===== config.mk =====
export PLATFORM = sky130hd
export DESIGN_NAME = axi4_lite_regfile
export DESIGN_NICKNAME = d
export VERILOG_FILES = /design/src/rtl/axi4_lite_regfile.sv
export SDC_FILE = /design/constraint.sdc
export NUM_CORES = 1
export LEC_CHECK = 0
export BUFFER_PORTS_ARGS = -buffer_cell sky130_fd_sc_hd__clkbuf_2
export CAP_MARGIN = 20
export CORE_UTILIZATION = 30
export DETAILED_ROUTE_END_ITERATION = 10
export GPL_TIMING_DRIVEN = 1
export PLACE_DENSITY = 0.48
export SLEW_MARGIN = 10
export SYNTH_ARGS = -nofsm -noshare
export SYNTH_HDL_FRONTEND = slang
export SYNTH_SLANG_ARGS = --single-unit

===== constraint.sdc =====
create_clock -name ACLK -period 2.45 [get_ports ACLK]
set_input_delay 0.49 -clock ACLK [delete_from_list [all_inputs] [get_ports ACLK]]
set_output_delay 0.49 -clock ACLK [all_outputs]
set_load 0.01 [all_outputs]

===== src/rtl/axi4_lite_regfile.sv =====
// axi4_lite_regfile: AXI4-Lite slave exposing NUM_REGS byte-strobed DATA_WIDTH-bit registers.
// Ports: ACLK/ARESET (sync active-high); AW, W and B write channels; AR and R read channels (S_ prefix).
// Macro AXIL_SLVERR_EN: out-of-range accesses respond SLVERR (2'b10) instead of OKAY; timing is unchanged.
module axi4_lite_regfile #(
  parameter int ADDR_WIDTH = 8,
  parameter int DATA_WIDTH = 32,
  parameter int NUM_REGS   = 16
) (
  input  logic                    ACLK,
  input  logic                    ARESET,
  input  logic [ADDR_WIDTH-1:0]   S_AWADDR,
  input  logic                    S_AWVALID,
  output logic                    S_AWREADY,
  input  logic [DATA_WIDTH-1:0]   S_WDATA,
  input  logic [DATA_WIDTH/8-1:0] S_WSTRB,
  input  logic                    S_WVALID,
  output logic                    S_WREADY,
  output logic [1:0]              S_BRESP,
  output logic                    S_BVALID,
  input  logic                    S_BREADY,
  input  logic [ADDR_WIDTH-1:0]   S_ARADDR,
  input  logic                    S_ARVALID,
  output logic                    S_ARREADY,
  output logic [DATA_WIDTH-1:0]   S_RDATA,
  output logic [1:0]              S_RRESP,
  output logic                    S_RVALID,
  input  logic                    S_RREADY
);
  localparam int NB = DATA_WIDTH / 8;
  localparam int LSB = $clog2(NB);
  localparam logic [1:0] OKAY = 2'b00;
`ifdef AXIL_SLVERR_EN
  localparam logic [1:0] ERR = 2'b10;
`else
  localparam logic [1:0] ERR = 2'b00;
`endif
  typedef enum logic {W_IDLE, W_RESP} w_state_t;
  typedef enum logic {R_IDLE, R_DATA} r_state_t;
  w_state_t w_state, w_next;
  r_state_t r_state, r_next;
  logic live, aw_held, w_held;
  logic [ADDR_WIDTH-1:0] aw_addr_q;
  logic [DATA_WIDTH-1:0] w_data_q;
  logic [NB-1:0] w_strb_q;
  logic [DATA_WIDTH-1:0] regs [NUM_REGS];
  logic aw_hs, w_hs, ar_hs, commit, w_in, r_in;
  logic [ADDR_WIDTH-1:0] wa;
  logic [DATA_WIDTH-1:0] wd, rd_val;
  logic [NB-1:0] ws;
  logic [ADDR_WIDTH-LSB-1:0] widx, ridx;
  // live holds the readies low until the first edge after reset is released
  assign S_AWREADY = live && w_state == W_IDLE && !aw_held;
  assign S_WREADY = live && w_state == W_IDLE && !w_held;
  assign S_ARREADY = live && r_state == R_IDLE;
  assign S_BVALID = w_state == W_RESP;
  assign S_RVALID = r_state == R_DATA;
  assign aw_hs = S_AWVALID && S_AWREADY;
  assign w_hs = S_WVALID && S_WREADY;
  assign ar_hs = S_ARVALID && S_ARREADY;
  assign commit = (aw_held || aw_hs) && (w_held || w_hs);
  assign wa = aw_held ? aw_addr_q : S_AWADDR;
  assign wd = w_held ? w_data_q : S_WDATA;
  assign ws = w_held ? w_strb_q : S_WSTRB;
  assign widx = wa[ADDR_WIDTH-1:LSB];
  assign ridx = S_ARADDR[ADDR_WIDTH-1:LSB];
  assign w_in = 32'(widx) < NUM_REGS;
  assign r_in = 32'(ridx) < NUM_REGS;
  always_comb begin
    rd_val = '0;
    for (int i = 0; i < NUM_REGS; i++) if (32'(ridx) == i) rd_val = regs[i];
  end
  always_comb begin
    w_next = w_state == W_IDLE ? (commit ? W_RESP : W_IDLE) : (S_BREADY ? W_IDLE : W_RESP);
    r_next = r_state == R_IDLE ? (ar_hs ? R_DATA : R_IDLE) : (S_RREADY ? R_IDLE : R_DATA);
  end
  always_ff @(posedge ACLK) begin
    if (ARESET) begin
      w_state <= W_IDLE;
      r_state <= R_IDLE;
    end else begin
      w_state <= w_next;
      r_state <= r_next;
    end
  end
  always_ff @(posedge ACLK) begin
    if (ARESET) begin
      live <= 1'b0;
      aw_held <= 1'b0;
      w_held <= 1'b0;
      aw_addr_q <= '0;
      w_data_q <= '0;
      w_strb_q <= '0;
      S_BRESP <= OKAY;
      S_RRESP <= OKAY;
      S_RDATA <= '0;
      for (int i = 0; i < NUM_REGS; i++) regs[i] <= '0;
    end else begin
      live <= 1'b1;
      if (commit) begin
        aw_held <= 1'b0;
        w_held <= 1'b0;
        S_BRESP <= w_in ? OKAY : ERR;
      end else begin
        if (aw_hs) begin
          aw_held <= 1'b1;
          aw_addr_q <= S_AWADDR;
        end
        if (w_hs) begin
          w_held <= 1'b1;
          w_data_q <= S_WDATA;
          w_strb_q <= S_WSTRB;
        end
      end
      // out-of-range indices match no register, so such writes are dropped
      for (int i = 0; i < NUM_REGS; i++)
        for (int b = 0; b < NB; b++)
          if (commit && 32'(widx) == i && ws[b]) regs[i][b*8+:8] <= wd[b*8+:8];
      // rd_val samples regs before this edge's commit lands
      if (ar_hs) begin
        S_RDATA <= rd_val;
        S_RRESP <= r_in ? OKAY : ERR;
      end else if (S_RVALID && S_RREADY) S_RDATA <= '0;
    end
  end
endmodule


# Word level (Yosys, flattened, before mapping)
# Memory sizes are Yosys's and may differ from the RTL's.
# Index checks and enable logic that the tools add are counted.
[classes] n_reduce_logical=99 eq_ne=30 n_mux=286 bitwise=67
[ops] operator="two-way mux 32 bit" count=19
[ops] operator="two-way mux 8 bit" count=65
[ops] operator="two-way mux 1 bit" count=201
[ops] operator="== test 6 x 4 -> 1 bit, second input constant" count=16
[ops] operator="logical AND 1 bit" count=89
[ops] operator="OR 1 bit" count=64
[ops] operator="== test 6 x 3 -> 1 bit, second input constant" count=8
[ops] operator="== test 6 x 2 -> 1 bit, second input constant" count=4
[ops] operator="== test 6 x 1 -> 1 bit, second input constant" count=2
[ops] operator="logical NOT 6 bit" count=2
[ops] operator="two-way mux 4 bit" count=1
[ops] operator="AND reduction 2 bit" count=2
[ops] operator="NOT 1 bit" count=3
[ops] operator="logical NOT 1 bit" count=2
[ops] operator="logical OR 1 bit" count=2
[ops] operator="nonzero test 2 bit" count=1
[ops] operator="OR reduction 2 bit" count=1
[word_totals] register_bits=81 inputBits=59 mem_count=1 out_inout_bits=41 ram_bits=512 wordCells=492
[mem_list] memory="regs" words=16 width=32 read_ports=16 rd_ports_with_merged_regs=0 write_ports=16 line="45" source="logic [DATA_WIDTH-1:0] regs [NUM_REGS];"

# Depth between registers and ports, before layout
[depth] word_depth=18 mapped_depth=11

# Worst setup path before layout
# Ideal clock, no wire load.
[synth_path] path_type="in2reg" startpoint="input S_AWVALID" endpoint="memory regs[14][0], in the netlist regs[1][192], enable pin" path_slack_ns=0.178 required_ns=2.066 path_buffers=1 cell_stages=5 setup_time_ns=0.384 arrival_ns=1.888 cell_sequence="and3b_1 -> o22a_1 -> clkbuf_1 -> nand4_1 -> o21ai_0"
[synth_rtl] element="from (decl)" line="12" source="input logic S_AWVALID,"
[synth_rtl] element="to (decl)" line="45"

==> flow_summary.toml <==
[logic_synthesis]
ys_seq_area_share_pct = 66.2
async_flop_share_pct = 0
postSynthCellCount = 2113
synthFlopType = "edfxtp_1"
yosysWarningCount = 0
yosysUniqueCellTypes = 65
avgSynthCellArea_um2 = 12.1
synth_top_area_cell = "edfxtp_1"
synth.top_cell.area_share_pct = 60.0
synth.top_cells.by_area = "edfxtp_1, dfxtp_1, nor2_1"
synth_top_cells_by_count = "edfxtp_1, nor2_1, nand2_1, a21oi_1, clkbuf_1"
synthesis.area_um2 = 25600
ys_ff_latch = 591
synth-edff-count = 512
synth.most_common_cell = "edfxtp_1"

[timing]
clock_skew_ns = 0.0296
fin_ws_ns = 0.0966
period_share_pct = 96.1
drv_slew = 0
fmax_mhz = 425
min_period_ns = 2.35
max_slew_margin_pct = 44.4
grt_setup_unrepaired = "no"
final-setup-viol-count = 0
hold_viol = 0
tightest_slew_ns = 0.835

[floorplanning]
io_pins = 100
dieArea_um2 = 86600
coreArea_um2 = 84100
die_w_um = 294
start_util_pct = 30.5
rows = 106
die_h_um = 294

[global_route]
antenna_found_initial = 2
grt_pass1_vias = 18100
grt.overflow.total = 0
track_usage_pct = 19.4
grt_pass1_wl_um = 123000
grt_max_degree = 59

[clock_network]
clockRootBuffer = "clkbuf_16"
clk_pin_slew_ns = 0.06
cts_buffers = 70
clock-sinks = 591
holdBufCountCts = 0
cts_tree = "yes"
htreeDepth = 3
postCtsSetupBuffers = 0
clkLatencyLatePin_ns = 0.60
clk_path_buf_depth = 3

[power]
swShare_pct = 23.1
p_seq_share_pct = 48.7
p_sw_w = 0.00549
intPower_w = 0.0182
ir_drop_mv = 0.415
power_density_nw_per_um2 = 746
p_clk_share_pct = 43.2
combinationalPowerShare_pct = 8.2
p_leak_nw = 11.8

[place]
io_buffers = 91
dp_hpwl_um = 61400
detailedPlace.worstSlack_ns = -0.275
placed_cells = 3490
globalplace.congestion = 0.867

[drt]
wl_per_cell_um = 23.1
drc = 0
drt_iter0_markers = 1851
firstDrtPassIters = 5
viasPerCell = 5.06
num_vias = 18300
wl_um = 83700
postRouteAntennaNets = 0

[worst_setup_path]
worstPathBufferInverterCount = 2
critPathMaxStageDelay_ns = 0.54
crit_top_cell = "nand2_1"
path_class = "reg -> reg"
path_delay_family = "simple AND/OR/NAND/NOR gates"
slowest_stage = "o32ai_1"
critPathMaxFanout = 10
crit_path_start_kind = "flop"
worstPathCellList = "buf_4 > o32ai_1 > nand2_1 > nor2_1 > buf_4 > nand2_1 > nand2_1"
end_kind = "flop"
required_ns = 2.70
crit_arrival_ns = 2.61

[final_layout]
layoutNonFillerInstCount = 3614
register_area_um2 = 17000
fillers = 8151
area_delta_synth_final_pct = 24.2
layout-drive-gt1-share_pct = 24.7
layout.nets = 2487
multiInputGateArea_um2 = 7780

[min_path]
hold_class = "in -> reg"

[status]
status = "finished, final reports clean"

[run]
maxCapViolCount = 0
[timing repair]
action / in CTS / in global routing
gates resized for setup: 3 / 3
setup endpoints to repair: 19 / 87
endpoints found under the hold margin: 0 / 0
[routing by layer]
layer / track usage, % / routed length [um] / vias to the layer above
met2: 29.7 / 37500 / 700
met3: 3.38 / 6120 / 92
met1: 28.1 / 38300 / 9104
met5: 0 / 13 / -
li1: - / - / 8386
met4: 5.49 / 1730 / 2
[logic make-up (layout without fill, tap and decap cells)]
group / Yosys count / count (layout) / synth area share (%)
AND/OR/NAND/NOR: 787 / 787 / 12.8
flip-flops: 591 / 591 / 66.2
AO/OA/AOI/OAI: 411 / 411 / 10.4
buffers and inverters: 199 / 561 / 3.63
multiplexers: 124 / 124 / 6.97
other: 1 / 6 / 0.0146
[path summary, 6_finish.rpt]
kind,from,endpoint,slack (ns),cells after the start
setup / recovery,aw_held,regs[0][246],0.1,7
hold / removal,S_WDATA[2],w_data_q[2],0.13,3
setup reg to reg,aw_held,regs[0][246],0.1,7
hold reg to reg,w_data_q[14],w_data_q[14],0.45,2
[through the flow]
stage	area, um2	TNS [ns]	hold slack [ns]	util (%)	total power, W
4_1_cts	31800	0	0.0986	37.8	0.0240
3_3_place_gp	29600	-3.83	0.438	35.2	0.0137
6_report	31800	0	0.130	37.8	0.0237
3_5_place_dp	29600	-5.69	0.445	35.2	0.0137
2_1_floorplan	25600	0	0.433	-	0.0127
5_1_grt	31800	0	0.136	37.8	0.0245
[final cells by class]
type | count | area share [%]
antenna | 2 | 0.0157
clock buffer | 93 | 6.06
clock inverter | 29 | 0.928
inverter | 42 | 0.499
multi-input combinational | 1326 | 24.5
sequential | 591 | 53.3
tap | 1134 | 4.46
timing repair buffer | 397 | 10.3
[sequential cells by signal (all words and copies together) (netlist names)]
register,flops
regs,512
S_RDATA,32
w_data_q,32
aw_addr_q,6
w_strb_q,4
S_BVALID,1
S_RVALID,1
aw_held,1
live,1
w_held,1
[cells in the final DEF (no fill, tap or decap), drive strengths merged, types with 5 or more instances in the layout]
master     n
a221o      5
a32oi      5
o32ai      5
nand4      7
a222oi     8
clkbuf   182
edfxtp   512
o211ai    12
nor2     405
inv       44
a211oi     5
clkinv    21
nor2b     12
nand2b    12
a211o     10
nand3     17
mux2      56
nand3b     5
a221oi    23
a22oi     45
dfxtp     79
a21oi    105
buf      308
o22ai     39
o2bb2ai    8
o221ai    10
bufinv     6
and2       6
a31oi     12
nor3      13
mux4      38
o21ai     96
mux2i     30
nand2    292
[worst register-to-register path: cells and delay by family, from the launching register on]
| kind | cells | cell delay (ns) |
|---|---|---|
| AO/OA/AOI/OAI | 1 | 0.54 |
| AND/OR/NAND/NOR | 4 | 0.75 |
| flip-flops | 1 | 0.38 |
| buffers and inverters | 2 | 0.35 |
[power by group through the flow]
stage | combinational (W) | sequential [W] | clock, W
finish | 0.00194 | 0.0116 | 0.0102
global route | 0.00208 | 0.0116 | 0.0108
CTS | 0.00194 | 0.0115 | 0.0105
detailed placement | 0.00194 | 0.0118 | 0
global placement | 0.00191 | 0.0117 | 0
floorplan | 0.00101 | 0.0117 | 0
No activity file was read; power rests on OpenSTA's default activity.
